==> src/rtl/exec_ctrl_pkg.sv <==
// Shared definitions for the exec_ctrl block: opcodes, FSM encoding and
// instruction field positions.
package exec_ctrl_pkg;

  localparam int INSTR_W = 16;

  typedef enum logic [2:0] {
    OP_ADD = 3'b000,
    OP_SUB = 3'b001,
    OP_AND = 3'b010,
    OP_OR  = 3'b011,
    OP_SHL = 3'b100,
    OP_SHR = 3'b101,
    OP_MUL = 3'b110,
    OP_MOD = 3'b111
  } op_t;

  typedef enum logic [1:0] {
    ST_IDLE = 2'd0,
    ST_READ = 2'd1,
    ST_EXEC = 2'd2,
    ST_WB   = 2'd3
  } state_t;

  // Field positions inside the 16-bit instruction word (LSB and width).
  localparam int OP_LSB      = 13;
  localparam int OP_FW       = 3;
  localparam int RD_LSB      = 10;
  localparam int RS1_LSB     = 7;
  localparam int IMM_SEL_BIT = 6;
  localparam int RS2_LSB     = 3;
  localparam int REG_FW      = 3;
  localparam int IMM_LSB     = 0;
  localparam int IMM_FW      = 6;

endpackage

==> src/rtl/exec_ctrl_regfile.sv <==
// Eight-entry register file: two operand read ports, one debug read port,
// one synchronous write port. R0 is hard-wired to zero.
module regfile8x16 #(
  parameter int DW = 16,
  parameter int RA = 3
) (
  input  logic          clk,
  input  logic          rst_n,
  input  logic [RA-1:0] raddr1,
  input  logic [RA-1:0] raddr2,
  input  logic [RA-1:0] dbg_raddr,
  output logic [DW-1:0] rdata1,
  output logic [DW-1:0] rdata2,
  output logic [DW-1:0] dbg_rdata,
  input  logic          we,
  input  logic [RA-1:0] waddr,
  input  logic [DW-1:0] wdata
);

  localparam int NREG = 1 << RA;

  logic [DW-1:0] mem [NREG];

  // NOTE: this array is reset because every register must read 0 after reset;
  // a plain RAM without reset would not meet that and would map better to SRAM.
  always_ff @(posedge clk or negedge rst_n) begin
    if (!rst_n) begin
      for (int i = 0; i < NREG; i++) mem[i] <= '0;
    end else if (we && (waddr != '0)) begin
      mem[waddr] <= wdata;
    end
  end

  // Reads see the pre-write value during the write cycle, so no bypass here.
  assign rdata1    = (raddr1    == '0) ? '0 : mem[raddr1];
  assign rdata2    = (raddr2    == '0) ? '0 : mem[raddr2];
  assign dbg_rdata = (dbg_raddr == '0) ? '0 : mem[dbg_raddr];

endmodule

==> src/rtl/exec_ctrl.sv <==
// Four-state (IDLE/READ/EXEC/WB) execution controller driving an external
// combinational ALU and writing results back to an 8-entry register file.
module exec_ctrl
  import exec_ctrl_pkg::*;
#(
  parameter int DW = 16,
  parameter int RA = 3
) (
  input  logic               clk,
  input  logic               rst_n,
  input  logic               instr_valid,
  output logic               instr_ready,
  input  logic [INSTR_W-1:0] instr,
  output logic [DW-1:0]      alu_a,
  output logic [DW-1:0]      alu_b,
  output logic [2:0]         alu_sel,
  input  logic [DW-1:0]      alu_result,
  output logic               wb_valid,
  output logic [RA-1:0]      wb_rd,
  output logic [DW-1:0]      wb_data,
  output logic               mod_zero,
  input  logic [RA-1:0]      dbg_raddr,
  output logic [DW-1:0]      dbg_rdata
);

  state_t state, state_nxt;

  logic [INSTR_W-1:0] ir;
  logic [DW-1:0]      op_a, op_b, res;
  logic [DW-1:0]      rdata1, rdata2;
  logic               accept;
  logic               div_by_zero;

  logic [REG_FW-1:0]  f_rd, f_rs1, f_rs2;
  logic               f_imm_sel;
  logic [IMM_FW-1:0]  f_imm;
  logic [OP_FW-1:0]   f_op;

  assign f_op      = ir[OP_LSB  +: OP_FW];
  assign f_rd      = ir[RD_LSB  +: REG_FW];
  assign f_rs1     = ir[RS1_LSB +: REG_FW];
  assign f_rs2     = ir[RS2_LSB +: REG_FW];
  assign f_imm_sel = ir[IMM_SEL_BIT];
  assign f_imm     = ir[IMM_LSB +: IMM_FW];

  assign instr_ready = (state == ST_IDLE);
  assign accept      = instr_valid && instr_ready;

  // NOTE: sequential state uses non-blocking assignments so every register
  // samples pre-edge values regardless of block ordering.
  always_ff @(posedge clk or negedge rst_n) begin
    if (!rst_n) state <= ST_IDLE;
    else        state <= state_nxt;
  end

  // NOTE: the default assignment first keeps this block free of latches.
  always_comb begin
    state_nxt = state;
    case (state)
      ST_IDLE: if (accept) state_nxt = ST_READ;
      ST_READ: state_nxt = ST_EXEC;
      ST_EXEC: state_nxt = ST_WB;
      ST_WB:   state_nxt = ST_IDLE;
      default: state_nxt = ST_IDLE;
    endcase
  end

  assign div_by_zero = (f_op == OP_MOD) && (op_b == '0);

  always_ff @(posedge clk or negedge rst_n) begin
    if (!rst_n) begin
      ir       <= '0;
      op_a     <= '0;
      op_b     <= '0;
      res      <= '0;
      mod_zero <= 1'b0;
    end else begin
      if (accept) ir <= instr;
      if (state == ST_READ) begin
        op_a <= rdata1;
        op_b <= f_imm_sel ? DW'(f_imm) : rdata2;
      end
      if (state == ST_EXEC) begin
        if (div_by_zero) begin
          res      <= '1;
          mod_zero <= 1'b1;
        end else begin
          res <= alu_result;
        end
      end
    end
  end

  // ALU inputs come only from registers, so they hold from EXEC through WB.
  assign alu_a   = op_a;
  assign alu_b   = op_b;
  assign alu_sel = f_op;

  assign wb_valid = (state == ST_WB);
  assign wb_rd    = RA'(f_rd);
  assign wb_data  = res;

  regfile8x16 #(.DW(DW), .RA(RA)) u_regfile (
    .clk       (clk),
    .rst_n     (rst_n),
    .raddr1    (RA'(f_rs1)),
    .raddr2    (RA'(f_rs2)),
    .dbg_raddr (dbg_raddr),
    .rdata1    (rdata1),
    .rdata2    (rdata2),
    .dbg_rdata (dbg_rdata),
    .we        (wb_valid),
    .waddr     (wb_rd),
    .wdata     (res)
  );

endmodule

==> config.mk <==
export PLATFORM = sky130hd
export DESIGN_NAME = exec_ctrl
export DESIGN_NICKNAME = d
export VERILOG_FILES = /design/src/rtl/exec_ctrl_pkg.sv /design/src/rtl/exec_ctrl_regfile.sv /design/src/rtl/exec_ctrl.sv
export SDC_FILE = /design/constraint.sdc
export NUM_CORES = 1
export LEC_CHECK = 0
export ABC_AREA = 0
export CAP_MARGIN = 20
export CORE_UTILIZATION = 51
export DETAILED_ROUTE_END_ITERATION = 7
export GPL_TIMING_DRIVEN = 0
export MAX_ROUTING_LAYER = met4
export PLACE_DENSITY = 0.76
export RECOVER_POWER = 50
export SYNTH_ARGS = -nofsm -noshare
export SYNTH_HDL_FRONTEND = slang
export SYNTH_HIERARCHICAL = 1
export SYNTH_SLANG_ARGS = --single-unit
==> constraint.sdc <==
create_clock -name clk -period 1.68 [get_ports clk]
set_clock_uncertainty 0.2 [all_clocks]
set_input_delay 0.336 -clock clk [delete_from_list [all_inputs] [get_ports clk]]
set_output_delay 0.336 -clock clk [all_outputs]
set_load 0.03 [all_outputs]
==> metrics list, run 1 <==
- The flow ran to the end, but the final reports show violations.
- The checks that failed: setup timing.
- Excluding fillers, the count of instances in the completed layout stands at between 1000 and 1500.
- Once placement completed, the tool counted placed cells totaling roughly 1100.
* Most common library cell in the layout ignoring fill and taps: sky130_fd_sc_hd__mux2_4
- Maximum number of pins on one net before global-route repair: 114
- Number of synthesized register bits: between 150 and 200
* Cell with the largest stage delay on the worst path: sky130_fd_sc_hd__dfrtp_1
- TritonCTS built the clock tree.
* Number of synthesis warnings: 6
* Vias per cell: roughly 7
* Iteration-0 DRC Markers: 1148
- 0 antenna diodes ended up in the layout.
* Area occupied by multi-input gates: around 7000 sq um
- Global-route wire length before repair: between 60000 and 70000 um
- DIE AREA: 20200 sq um
- Die height: ~140 um
- Ranking of synthesized cells by area: sky130_fd_sc_hd__dfrtp_1, sky130_fd_sc_hd__mux2_2, sky130_fd_sc_hd__mux2i_1
- Clock insertion delay at the later pin of the skew report: approximately 0.46 ns
- The critical path goes through mux2_4, a221oi_4, a221oi_4, buf_6.
* Number of global-route vias before repair: between 9000 and 10000
- Most common flop cell mapped by yosys: sky130_fd_sc_hd__dfrtp_1
- Post-layout min period: around 2.3 ns
- Static Leak: approximately 7.3 nW
- In this run the worst hold path is classified as input port to register.
* Most frequent CP cell: sky130_fd_sc_hd__a221oi_4
- Count of pins over their slew limit: 0
- After floorplanning, the core was divided into 50 placement rows.
- Endpoint required time on the critical path: 1.14 ns
- The hold violation count in the final report is 0.
- Counting along the longest clock path gives a buffer depth of 2.
- Data arrival time at the worst-slack endpoint: 1.73 ns
- Average wire length per cell after detail routing: about 35 um
- On the critical path the largest part of the delay comes from flip-flops.
- Number of detailed-routing iterations run before antenna repair: 5
* Initial antenna violation count: 0
- Transition at the pin with the smallest max-transition slack: around 1.0 ns
- Antenna violation net count after detailed routing: 0
- Number of unique standard cell types used by synthesis: 38
* Critical path buffers and inverters: 1
- For this block, the routed nets add up to 47400 um of wire.
- Yosys top cell by area: sky130_fd_sc_hd__dfrtp_1
* Initial standard-cell utilization of the core: 0.528
- The largest single stage delay on the critical path is 0.45 ns.
* Area share of the leading cell type in the synthesized netlist: 0.446
- Sequential share of the synthesized area: 0.446
- Number of buffers created by CTS: 17
- Remaining global-route overflow: 0
- Compared with the post-synthesis result, the final layout area differs by 61.2%.
* Fmax: ~0.44 GHz
- Part of the cycle the worst path needs: 1.35
* Io pins: approximately 110
- CTS root buf: sky130_fd_sc_hd__clkbuf_16
- After clock tree synthesis, the clock-pin slew on the worst setup and hold paths is about 0.080 ns.
- The placed instances occupy a cell area of about 12000 sq um.
- The die is ~140 um wide.
- Headroom to the max-slew limit came out at 0.300.
- Routability-driven placement finished with a final weighted congestion of 0.942.
- The wire-length estimate of the detail-placed layout is about 21000 um.
- Along the worst path, the maximum fanout reaches 4.
* Total of buffers placed on input and output ports: roughly 110
- After layout, the worst setup slack is -0.590 ns.
- Across the VDD grid, the largest voltage drop is about 1.6 mV.
- Across the whole layout, storage elements account for around 4500 sq um.
* Count of flip-flops with a built-in enable after synthesis: 0
- Of the cells placed in the final design, the portion with a size suffix greater than 1 is 0.685.
- Across every metal layer, demand over resource in global routing totals 0.441.
- The final layout contains about 1100 nets.
* Clock net sink count: 179
- Most used cells in the layout excluding fill and tap cells: sky130_fd_sc_hd__mux2_4, sky130_fd_sc_hd__dfrtp_1, sky130_fd_sc_hd__buf_4, sky130_fd_sc_hd__mux2i_1, sky130_fd_sc_hd__buf_6
* Max capacitance violation total: 0
* Element type at the critical path end: output port
- Unrepaired setup endpoints after global routing: yes
* Placeable core area: 19000 sq um
- Setup violations remaining at the end of the flow were counted as around 290.
- Prior to clock tree synthesis, the placed netlist has a worst setup slack of -1.50 ns.
- Cell area power density: 2410 nW/um^2
* Mapped Cells: about 800
- Total power: a little under 40 mW
* Worst setup path category: register to output port
- Summing over every cut layer, the via total after detailed routing is around 9500.
- Maximum level of the CTS H-tree: 4
* Final-layout fill cell count: 842
* Crit path launch type: register
* DR DRC count: 0
* Hold_ws: a little under 0.3 ns
* Post-Syn Area per Cell: 12.9 sq um
* Post-route cell area: ~16000 sq um
- Mapped Area: between 10000 and 15000 sq um
* Mapped Nets: a little over 800
* Async SR Flop Fraction: 1.00
==> where the power goes <==
| part | internal (mW) | switching, mW | total [mW] |
|---|---|---|---|
| Combinational | 12.9 | 13.1 | 26.0 |
| Sequential | 6.43 | 2.66 | 9.08 |
| Clock | 1.97 | 1.92 | 3.89 |
| Total | 21.3 | 17.7 | 39.0 |
==> final timing paths <==
kind                                    from  slack, ns                 to  depth (start not counted)
max                        u_regfile/mem[78]      -0.59      dbg_rdata[14]                          4
min                           alu_result[11]       0.29        wb_data[11]                          3
max reg2reg                            ir[3]      -0.42          alu_b[13]                          8
min reg2reg                         mod_zero       0.30           mod_zero                          1
max in group asynchronous              rst_n      -0.11           alu_a[9]                          3
min in group asynchronous              rst_n       0.43  u_regfile/mem[28]                          2
==> sequential cells by signal, summed over array words and instances, names as in the netlist <==
signal / count
alu_a: 16
alu_b: 16
wb_data: 16
ir: 16
u_regfile/mem: 112
state: 2
mod_zero: 1
==> cell families (layout without fill, tap and decap cells) <==
family                   count (synthesis)  after routing  share of synthesized area
AO/OA/AOI/OAI                          135            135                      0.104
adder cells (fa/ha/maj)                  4              4                    0.00499
buffers and inverters                   91            385                     0.0580
flip-flops                             179            179                      0.446
multiplexers                           310            310                      0.345
AND/OR/NAND/NOR                         61             61                     0.0423
==> layer usage <==
layer	vias up	global-route usage	share of wire
li1	3538	-	-
met1	4725	0.495	0.34
met2	837	0.673	0.46
met3	356	0.110	0.11
met4	0	0.346	0.095
met5	-	-	0
==> layout make-up <==
type,count,area share
well taps,260,0.0201
clock buffers,20,0.0282
flip-flops and latches,179,0.278
multi-input cells,510,0.436
repair buffers,271,0.170
clock inverters,12,0.00510
inverters,16,0.00495
plain buffers,66,0.0574
==> synth_stat cells (all sizes together) (10+ instances only) <==
master / n
o21ai: 27
a221oi: 75
mux2i: 86
nor2: 23
nand3b: 10
a21oi: 10
clkbuf: 17
inv: 16
o22ai: 16
mux2: 224
buf: 58
dfrtp: 179
==> per-stage QoR <==
| step | utilization | setup TNS [ns] |
|---|---|---|
| 6_report | 0.851 | -52.05 |
| 5_1_grt | 0.851 | -78.24 |
| 4_1_cts | 0.815 | -35.95 |
| 3_5_place_dp | 0.643 | -71.58 |
| 3_3_place_gp | 0.641 | -1329.75 |
| 2_1_floorplan | - | -13.78 |
==> worst register-to-register path, delay by kind of cell, from the launching register on <==
kind                   cells  cell delay [ns]
AO/OA/AOI/OAI              2             0.40
flip-flops                 1             0.40
AND/OR/NAND/NOR            2             0.21
multiplexers               1             0.33
buffers and inverters      3             0.44
==> what timing repair did <==
action / 4_1_cts / 5_1_grt
cloned: 17 / 3
endpoints found under the setup margin: 227 / 337
hold buffers: 1 / 0
hold endpoints to repair: 66 / 0
gates resized for setup: 738 / 177
pin swaps: 90 / 62
setup buffers: 100 / 53
No activity file was read; power rests on OpenSTA's default activity.
==> run 2: changes to the inputs <==
--- a/config.mk
+++ b/config.mk
@@ -13,6 +13,7 @@
 export MAX_ROUTING_LAYER = met4
 export PLACE_DENSITY = 0.76
 export RECOVER_POWER = 50
+export SKIP_LAST_GASP = 1
 export SYNTH_ARGS = -nofsm -noshare
 export SYNTH_HDL_FRONTEND = slang
 export SYNTH_HIERARCHICAL = 1
==> metrics list, run 2 (same netlist as run 1, synthesis figures left out) <==
- Result of the run: complete, but fails checks
- The checks that failed: setup timing.
- For this design the top-level I/O count stands at 111.
- Entering global routing, the biggest net connects between 100 and 150 pins.
- The smallest clock period supported by the final layout is computed as roughly 2.5 ns.
- Dividing the final minimum period by the clock period gives 1.52.
- Register bank with the most flops: u_regfile/mem
* Initial standard-cell utilization of the core: 0.528
- The via count of the first global-routing pass was 9340.
* Met1 WL: around 17000 um
- The path class of the tightest hold or removal check is input port to register.
- Final-layout fill cell count: slightly above 800
- Transition at the pin with the smallest max-transition slack: approximately 1.1 ns
- The worst setup path is captured at a register.
- Flip-flop count of the largest register, all copies and words added: about 110
- Share of total power in sequential cells: 0.234
- CTS root buf: sky130_fd_sc_hd__clkbuf_16
* Most used cells in the layout excluding fill and tap cells: sky130_fd_sc_hd__dfrtp_1, sky130_fd_sc_hd__mux2_4, sky130_fd_sc_hd__buf_4, sky130_fd_sc_hd__mux2i_1, sky130_fd_sc_hd__buf_6
* Unrepaired setup endpoints after global routing: yes
- The area growth from synthesis to layout is 59.8%.
* Placeable core area: ~19000 sq um
* Worst setup path category: register to register
- For this block, the routed nets add up to between 40000 and 50000 um of wire.
- Average wire length per cell after detail routing: ~35 um
- Clock insertion delay at the later pin of the skew report: between 0.4 and 0.5 ns
- STA classifies the critical path startpoint as a register.
- Maximum level of the CTS H-tree: 4
- Of the cells placed in the final design, the portion with a size suffix greater than 1 is 0.680.
- The floorplan step set the die width to ~140 um.
- Of the total power, the share spent switching nets is 0.453.
- Area occupied by multi-input gates: slightly below 7000 sq um
* CTS tree: built
* Placed standard-cell area: 12200 sq um
* Proportion of power drawn by the clock network: 0.101
* Top layer reached by signal wires: met4
- The worst-case IR drop observed on VDD is ~1.6 mV.
* Cell row count: 50
- The pre-antenna-repair detailed-routing pass consisted of 5 iterations.
* Global-route wire length before repair: ~61000 um
- Clock net sink count: 179
* Number of nets in the finished design: about 1100
- Sequential cell area: between 4000 and 5000 sq um
- Weighted congestion at the end of routability-driven global placement: between 0.9 and 1
- For this run, design rule violations remaining after detail routing come to 0.
- Hold_ws: 0.291 ns
- In this run the worst path has a maximum fanout of 10.
- Antenna Cells: 0
- The hold violation count in the final report was 0.
* Vias per cell: approximately 7
- For the worst setup path, the data arrival time is about 2.7 ns.
* Detailed-placement wirelength estimate: 21100 um
- In this run the most critical hold path is launched from alu_result[11].
- Clock input transition at the sequential cells of the worst setup and hold paths: ~0.070 ns
* RR Startpoint: ir[7]
- The share of total power dissipated in combinational logic is 0.665.
- Count of final setup violators: around 300
- The floorplan step defined a die boundary enclosing approximately 20000 sq um.
- Total of buffers placed on input and output ports: between 100 and 150
* Endpoint required time on the critical path: 1.82 ns
- The floorplan step set the die height to ~140 um.
- Static Leak: between 7 and 8 nW
- Post-route cell area: between 15000 and 20000 sq um
- Power spread over the standard cell area amounts to between 2000 and 2500 nW/um^2.
- Cell depth of the worst hold path: 3
- Combined global-route utilization of all metal layers: 0.435
- Most common library cell in the layout ignoring fill and taps: sky130_fd_sc_hd__dfrtp_1
- Antenna violation net count after detailed routing: 0
- Reported net switching power: between 15 and 20 mW
- Slew headroom: 0.297
- Cell internal power dissipation: approximately 21 mW
* Depth of the most critical reg-to-reg path: 6
- Across the run, the number of max-cap violations was 0.
- The count of pins over their slew limit is 0.
- Detailed routing inserted a total of a little over 9000 vias.
- Fmax: 0.392 GHz
- Initial antenna violation count: 0
- Iteration-0 DRC Markers: around 1000
- The setup check on the worst reg-to-reg path leaves a slack of -0.87 ns.
- The endpoint identified for the worst register-to-register timing path is alu_a[4].
- Post-layout worst setup margin: -0.870 ns
* Worst-case hold path end point: wb_data[11]
- Remaining global-route overflow: 0
- Maximum buffer depth of the clock tree: 2
- Number of buffers created by CTS: 17
- Length of routed met2 wiring: 20700 um
- Wire segments on met3 add up to between 4000 and 5000 um in the final route.
## run 2: cell count changes in the layout (fill, tap and decap cells not counted), moves of 2 or more
cell	change
sky130_fd_sc_hd__mux2_4	-17
sky130_fd_sc_hd__mux2_2	+17
sky130_fd_sc_hd__clkdlybuf4s15_2	+3
sky130_fd_sc_hd__buf_6	-2
sky130_fd_sc_hd__buf_4	+4
sky130_fd_sc_hd__clkbuf_4	+2
sky130_fd_sc_hd__clkbuf_16	-2
sky130_fd_sc_hd__buf_8	-4
sky130_fd_sc_hd__buf_2	-3
sky130_fd_sc_hd__mux2i_2	-2
sky130_fd_sc_hd__mux2i_1	+2
## run 2: what timing repair did
item                       in CTS  in global routing
hold endpoints to repair       66                  0
gates cloned                   17                  3
hold buffers                    1                  0
setup endpoints to repair     227                336
setup buffers                 100                 52
pin swaps                      89                 56
gates resized for setup       706                157
## run 2: worst max path at each step
| stage | end | cells past startpoint | from | slack, ns |
|---|---|---|---|---|
| 4_1_cts | dbg_rdata[8] | 4 | u_regfile/mem[88] | -0.53 |
| 3_5_place_dp | dbg_rdata[10] | 7 | dbg_raddr[1] | -1.50 |
| 6_report | alu_a[4] | 6 | ir[7] | -0.87 |
| 3_3_place_gp | ir[10] | 1 | rst_n | -7.09 |
| 2_1_floorplan | dbg_rdata[11] | 5 | dbg_raddr[0] | -0.24 |
| 5_1_grt | alu_a[4] | 6 | ir[7] | -0.81 |
## run 2: layout make-up
type                            count  share of cell area
Multi-Input combinational cell    510               0.434
Sequential cell                   179               0.281
Timing Repair Buffer              271               0.170
Buffer                             66              0.0569
Clock buffer                       20              0.0285
Tap cell                          260              0.0203
Clock inverter                     12             0.00515
Inverter                           16             0.00484
## run 2: power groups by stage
stage	Sequential [mW]	Clock (mW)	Combinational, mW
after floorplan	9.09	0	10.1
after global placement	8.59	0	15.1
after detailed placement	8.81	0	15.4
after CTS	8.63	3.79	21.5
after global routing	9.07	4.03	26.0
final	8.98	3.87	25.5
## run 2: critical path, stage by stage, from the launching register on
cell,delay [ns]
sky130_fd_sc_hd__dfrtp_1,0.39
sky130_fd_sc_hd__buf_12,0.17
sky130_fd_sc_hd__buf_12,0.15
sky130_fd_sc_hd__buf_6,0.21
sky130_fd_sc_hd__mux2i_1,0.75
sky130_fd_sc_hd__a221oi_2,0.21
sky130_fd_sc_hd__mux2_2,0.33
## run 2: routing by layer
metal  global-route usage  vias up
li1                     -     3543
met4                0.325        0
met1                0.497     4669
met3                0.113      292
met2                0.661      797
met5                    -        -
## run 2: through the flow
| step | setup slack [ns] | utilization | TNS, ns | total power [mW] | cells |
|---|---|---|---|---|---|
| finish | -0.870 | 0.844 | -53.05 | 38.4 | 1334 |
| CTS | -0.527 | 0.808 | -37.25 | 33.9 | 1296 |
| global placement | -7.09 | 0.641 | -1329.75 | 23.7 | 1148 |
| detailed placement | -1.50 | 0.643 | -71.58 | 24.3 | 1149 |
| global route | -0.806 | 0.844 | -78.61 | 39.1 | 1334 |
| floorplan | -0.237 | - | -13.78 | 19.2 | 780 |
